### config.mk
export PLATFORM = sky130hd
export DESIGN_NAME = ula_ctrl
export DESIGN_NICKNAME = d
export VERILOG_FILES = /design/src/rtl/ula_pkg.sv /design/src/rtl/ula_regfile.sv /design/src/rtl/ula_ctrl.sv
export SDC_FILE = /design/constraint.sdc
export NUM_CORES = 1
export LEC_CHECK = 0
export CAP_MARGIN = 40
export CORE_AREA = 2 2 94 96
export DETAILED_ROUTE_END_ITERATION = 7
export DIE_AREA = 0 0 96 98
export PLACE_DENSITY = 0.79
export SLEW_MARGIN = 15
export SYNTH_ARGS = -nofsm -noshare
export SYNTH_HDL_FRONTEND = slang
export SYNTH_HIERARCHICAL = 1
export SYNTH_SLANG_ARGS = --single-unit
### constraint.sdc
create_clock -name clk -period 2.5 [get_ports clk]
set_input_delay 0.5 -clock clk [delete_from_list [all_inputs] [get_ports clk]]
set_output_delay 0.5 -clock clk [all_outputs]
set_load 0.005 [all_outputs]
### src/rtl/ula_pkg.sv
// ula_pkg: shared op codes, instruction layout and controller states for the ula datapath
package ula_pkg;
  localparam int ILEN = 16;
  typedef enum logic [2:0] {
    OP_AND     = 3'b000,
    OP_OR      = 3'b001,
    OP_ADD     = 3'b010,
    OP_ILLEGAL = 3'b011,
    OP_ANDN    = 3'b100,
    OP_ORN     = 3'b101,
    OP_SUB     = 3'b110,
    OP_GT      = 3'b111
  } op_e;
  typedef struct packed {
    logic       imm_sel;
    op_e        op;
    logic [1:0] rd;
    logic [1:0] rs1;
    logic [7:0] payload;
  } instr_t;
  typedef enum logic [2:0] {IDLE, READ, EXEC, WB, ERR} state_e;
endpackage

### src/rtl/ula_regfile.sv
// ula_regfile: NREGS x DW register file, two operand read ports, a debug read port, one write port
module ula_regfile #(
  parameter int NREGS = 4,
  parameter int DW    = 8,
  parameter int RW    = $clog2(NREGS)
) (
  input  logic          clk,
  input  logic          rst,
  input  logic [RW-1:0] ra1_i,
  input  logic [RW-1:0] ra2_i,
  input  logic [RW-1:0] dbg_addr_i,
  output logic [DW-1:0] rd1_o,
  output logic [DW-1:0] rd2_o,
  output logic [DW-1:0] dbg_data_o,
  input  logic          we_i,
  input  logic [RW-1:0] wa_i,
  input  logic [DW-1:0] wd_i
);
  logic [DW-1:0] mem_q [NREGS];
  assign rd1_o      = mem_q[ra1_i];
  assign rd2_o      = mem_q[ra2_i];
  assign dbg_data_o = mem_q[dbg_addr_i];
  always_ff @(posedge clk or posedge rst) begin
    if (rst) begin
      for (int i = 0; i < NREGS; i++) mem_q[i] <= '0;
    end else if (we_i) begin
      mem_q[wa_i] <= wd_i;
    end
  end
endmodule

### src/rtl/ula_ctrl.sv
// ula_ctrl: multi-cycle sequencer feeding the ula from a small register file and writing results back
module ula_ctrl import ula_pkg::*; #(
  parameter int NREGS = 4,
  parameter int DW    = 8,
  parameter int RW    = $clog2(NREGS)
) (
  input  logic            clk,
  input  logic            rst,
  input  logic            instr_valid,
  output logic            instr_ready,
  input  logic [ILEN-1:0] instr,
  output logic [DW-1:0]   alu_a,
  output logic [DW-1:0]   alu_b,
  output logic [2:0]      alu_op,
  input  logic [DW-1:0]   alu_result,
  output logic            done,
  output logic            err,
  input  logic [RW-1:0]   dbg_addr,
  output logic [DW-1:0]   dbg_data
);
  state_e        state_q, state_d;
  instr_t        ir_q;
  logic [DW-1:0] a_q, b_q, res_q, rd1, rd2;
  logic [2:0]    op_q;
  logic          legal;
  assign legal = ir_q.op != OP_ILLEGAL;
  always_comb begin
    state_d = (state_q == IDLE) ? (instr_valid ? READ : IDLE) :
              (state_q == READ) ? (legal ? EXEC : ERR) :
              (state_q == EXEC) ? WB : IDLE;
  end
  // Operands only load for legal ops so an illegal instruction leaves the ALU inputs untouched
  always_ff @(posedge clk or posedge rst) begin
    if (rst) begin
      state_q <= IDLE;
      ir_q    <= '0;
      a_q     <= '0;
      b_q     <= '0;
      op_q    <= '0;
      res_q   <= '0;
    end else begin
      state_q <= state_d;
      if (state_q == IDLE && instr_valid) ir_q <= instr;
      if (state_q == READ && legal) begin
        a_q  <= rd1;
        b_q  <= ir_q.imm_sel ? DW'(ir_q.payload) : rd2;
        op_q <= ir_q.op;
      end
      if (state_q == EXEC) res_q <= alu_result;
    end
  end
  ula_regfile #(.NREGS(NREGS), .DW(DW)) u_rf (
    .clk        (clk),
    .rst        (rst),
    .ra1_i      (ir_q.rs1),
    .ra2_i      (ir_q.payload[7:6]),
    .dbg_addr_i (dbg_addr),
    .rd1_o      (rd1),
    .rd2_o      (rd2),
    .dbg_data_o (dbg_data),
    .we_i       (state_q == WB),
    .wa_i       (ir_q.rd),
    .wd_i       (res_q)
  );
  assign alu_a       = a_q;
  assign alu_b       = b_q;
  assign alu_op      = op_q;
  assign done        = state_q == WB || state_q == ERR;
  assign err         = state_q == ERR;
  assign instr_ready = state_q == IDLE && !rst;
endmodule

After elaboration in Yosys (flattened, before gate mapping)
Index checks and enable logic that the tools add are counted.
{ "totals": {"out_inout_bits": 30, "regBits": 78, "input_bits": 29, "elab_cells": 53} }
{ "classes": {"n_reduce_logical": 7, "n_lt_le_gt_ge": 5, "bitwise_logic": 4, "n_mux": 18, "n_eq_ne": 5} }
{ "ops": {"columns": ["operator", "count"], "rows": [
  ["$mux 8", 8],
  ["$bmux 8 s2", 3],
  ["$bwmux 32", 1],
  ["$demux 8 s2", 1],
  ["$ge 3x3->1 const B", 4],
  ["$not 2->3", 4],
  ["$mux 3", 3],
  ["$eq 3x2->1 const B", 2],
  ["$logic_and 1x1->1", 4],
  ["$eq 3x1->1 const B", 1],
  ["$eq 3x3->1 const B", 1],
  ["$logic_not 3->1", 1],
  ["$lt 3x1->1 const B", 1],
  ["$ne 3x2->1 const B", 1],
  ["$mux 2", 1],
  ["$logic_not 1->1", 1],
  ["$logic_or 1x1->1", 1],
  ["$mux 1", 1]
]} }

Logic depth before layout (Yosys ltp)
{ "logic_depth": {"word_depth": 6, "ltp_mapped": 5, "ltp_nobuf": 3} }

Modules after synthesis
Netlist, hierarchy kept.
{ "by_module_without_submodules": {"columns": ["module", "n_inst", "area_per_inst_um2", "seq_area_each_um2", "cells_each"], "rows": [
  ["ula_ctrl", 1, 1910.6, 1151.1, 131],
  ["ula_regfile", 1, 1786.7, 800.8, 99]
]} }

Worst setup path after synthesis
Ideal clock, no wire load.
{ "synth_path": {"kind": "input to output", "startpoint": "input port dbg_addr[1]", "endpoint": "output port dbg_data[0]", "slack_ns": 0.772, "arrival_time_ns": 1.228, "stages": 2, "required_time_ns": 2.000, "cell_sequence": "buf_2 mux4_2"} }
{ "synth_between": {"elab_chain_len": 4} }
{ "synth_rtl": {"columns": ["item", "line", "rtl"], "rows": [
  ["start: declaration", "ula_ctrl.sv:18", "input logic [RW-1:0] dbg_addr,"],
  ["$not 2->3 (not written as such)", "ula_regfile.sv:22", "assign dbg_data_o = mem_q[dbg_addr_i];"],
  ["$bmux 8 s2", "ula_regfile.sv:22", null],
  ["$mux 8 (not written as such) (2 in a row)", "ula_regfile.sv:22", null],
  ["end: declaration", "ula_ctrl.sv:19", "output logic [DW-1:0] dbg_data"]
]} }
No other way between the ends. The select of a mux whose other input is x is not followed.

Worst setup path after layout
{ "layout_path": {"startpoint": "input port dbg_addr[0]", "endpoint": "output port dbg_data[7]"} }
The elaborated chain is that of the path after synthesis.

==> flow_summary.json <==
{
  "ant_nets": 0,
  "ys_types": 28,
  "grt_max_degree": 33,
  "drv_slew": 0,
  "cp_data_required_time_ns": 2.00,
  "remaining_drc_errors": 0,
  "maxSlewHeadroom_pct": 55.6,
  "track_usage_pct": 18.6,
  "slowest_delay_ns": 0.52,
  "cts-root-buf": "clkbuf_8",
  "fin_util_pct": 55.0,
  "fp.dieH_um": 98,
  "status": "complete, no violations",
  "drtIter0Drc": 135,
  "layout_common_cells": "78 x dfrtp_1, 49 x mux2_2, 49 x clkdlybuf4s50_1",
  "drive_above_1_share_pct": 37.3,
  "setup_viol": 0,
  "start_kind": "input pin",
  "gr-total-overflow": 0,
  "place_hpwl_mm": 5.54,
  "cp.arrival_ns": 1.94,
  "htreeDepth": 3,
  "start_util_pct": 43.7,
  "syn_area_um2": 3700,
  "final_common_cell": "dfrtp_1",
  "met1_usage_pct": 25.7,
  "dpl_cell_area_um2": 4450,
  "ys_ff_latch": 78,
  "peakVddDrop_v": 0.000405,
  "hold_ws_ns": 0.496,
  "num_io_pins": 59,
  "globalRouteMet3Util_pct": 4.63,
  "layout_setup_ws_ns": 0.0560,
  "rows": 34,
  "p_per_area_nw_per_um2": 1330,
  "cts_setup_buffers": 0,
  "fin_skew_ns": 0.00804,
  "gp_congestion": 0.793,
  "fin_crit_ns": 2.44,
  "cts_hold_buffers": 0,
  "cap_violations": 0,
  "crit_buf_inv": 3,
  "crit_chain": "clkdlybuf4s50_1, buf_12, mux4_2, dlygate4sd2_1",
  "critPathKind": "input pin to output port",
  "setup_tns_ns": 0,
  "hold_violations": 0,
  "diodes": 0,
  "grt_pass1_wl_mm": 13.0,
  "rsz0062_at_grt": "false",
  "vias_per_cell": 5.59,
  "synth_fp_nets": 259,
  "cts_tree": "built",
  "p_leak_nw": 1.99,
  "crit_path_max_fanout": 5,
  "antenna_found_initial": 0,
  "area_delta_synth_final_pct": 26.0,
  "post-place-ws_ns": -0.137,
  "drt_pass1_iterations": 4,
  "cp-end-kind": "output port",
  "clkSinkCount": 78,
  "postLayoutCellArea_um2": 4660,
  "clk_latency_ns": 0.35,
  "wl_mm": 8.02,
  "clkSlewWorstSetupHoldPaths_ns": 0.08,
  "numCtsBuffers": 9,
  "use_met2_pct": 29.3,
  "cts_buffer_depth": 2,
  "port_buffers": 58,
  "grt_pass1_vias": 2396,
  "max_freq_mhz": 409,
  "finalNetCount": 324,
  "seq_area_frac_synth_pct": 52.8,
  "worst_path_max_delay_cell": "mux4_2",
  "syn_area_per_cell_um2": 16.1,
  "ys.warnings.count": 6,
  "hold_class": "register to register",
  "core_um2": 8470,
  "fp.dieW_um": 96,
  "dr_total_vias": 2281,
  "grt.busiest_layer": "met2",
  "avgRoutedWirePerCell_um": 19.7,
  "fin_crit_sh_pct": 97.8,
  "synthCells": 230,
  "worst_slew_pin_slew_ns": 0.662,
  "r2r_slack_ns": 0.51,
  "cp_top_family": "buffers and inverters",
  "die_area_um2": 9410
}
==> logic make-up after synthesis <==
logic type | after synthesis | synth area share (%)
multiplexers | 96 | 36.9
flip-flops | 78 | 52.8
AO/OA/AOI/OAI | 19 | 3.15
buffers and inverters | 19 | 2.57
AND/OR/NAND/NOR | 18 | 4.60
==> final timing paths <==
kind	start	to	depth (start not counted)
min in group asynchronous	rst	ir_q[5]	2
max reg2reg	state_q[2]	u_rf/mem_q[27]	3
min reg2reg	ir_q[1]	ir_q[1]	1
max in group asynchronous	rst	ir_q[0]	3
min	ir_q[1]	ir_q[1]	1
max	dbg_addr[0]	dbg_data[7]	4
==> registers in the layout (all words and copies together) (netlist names) <==
register    flops
alu_a           8
state_q         3
alu_op          3
u_rf/mem_q     32
res_q           8
alu_b           8
ir_q           16
==> synth_stat cells <==
master	number	area, um2
mux2_2	49	552
mux4_2	24	541
nand3b_2	2	22.5
buf_1	1	3.75
inv_1	5	18.8
or2_2	2	12.5
clkbuf_1	1	3.75
nor3b_4	2	37.5
a22o_1	1	8.76
buf_6	1	11.3
mux2_4	6	90.1
nand3b_1	1	7.51
nand2_4	1	11.3
nor3b_1	2	15.0
and3b_1	1	8.76
nor2_1	2	7.51
buf_2	10	50.1
buf_4	1	7.51
a21oi_1	8	40.0
nor4_1	1	6.26
nand2_1	2	7.51
a31oi_1	8	50.1
nor4b_4	1	23.8
dfrtp_1	78	1950
a2bb2oi_1	2	17.5
mux2_1	9	101
mux2i_1	8	80.1
nand3_2	1	10.0
==> final cells by class <==
type	instances	area [um2]
flip-flops and latches	78	1950
clock inverters	4	70.1
inverters	5	18.8
clock buffers	12	145
repair buffers	68	686
well taps	108	135
multi-input cells	133	1650
fillers	687	3810
==> metal layers <==
metal	up-vias	wire, um
li1	1004	-
met1	1190	3540
met2	79	3960
met3	8	427
met4	0	99
met5	-	0
==> report_power, final <==
group          switching (mW)  internal, mW
clock                   0.451         0.588
sequential              0.744          1.90
combinational           0.817          1.70
total                    2.01          4.19
==> through the flow <==
| step | cells | total power [mW] |
|---|---|---|
| floorplan | 230 | 4.24 |
| finish | 408 | 6.20 |
| detailed placement | 392 | 5.26 |
| global placement | 392 | 5.13 |
| CTS | 408 | 6.26 |
| global route | 408 | 6.61 |
==> repair_timing <==
item,in CTS,in global routing
setup endpoints to repair,8,1
cloned,0,0
gates resized for setup,8,1
Power figures use the tool's default switching activity.
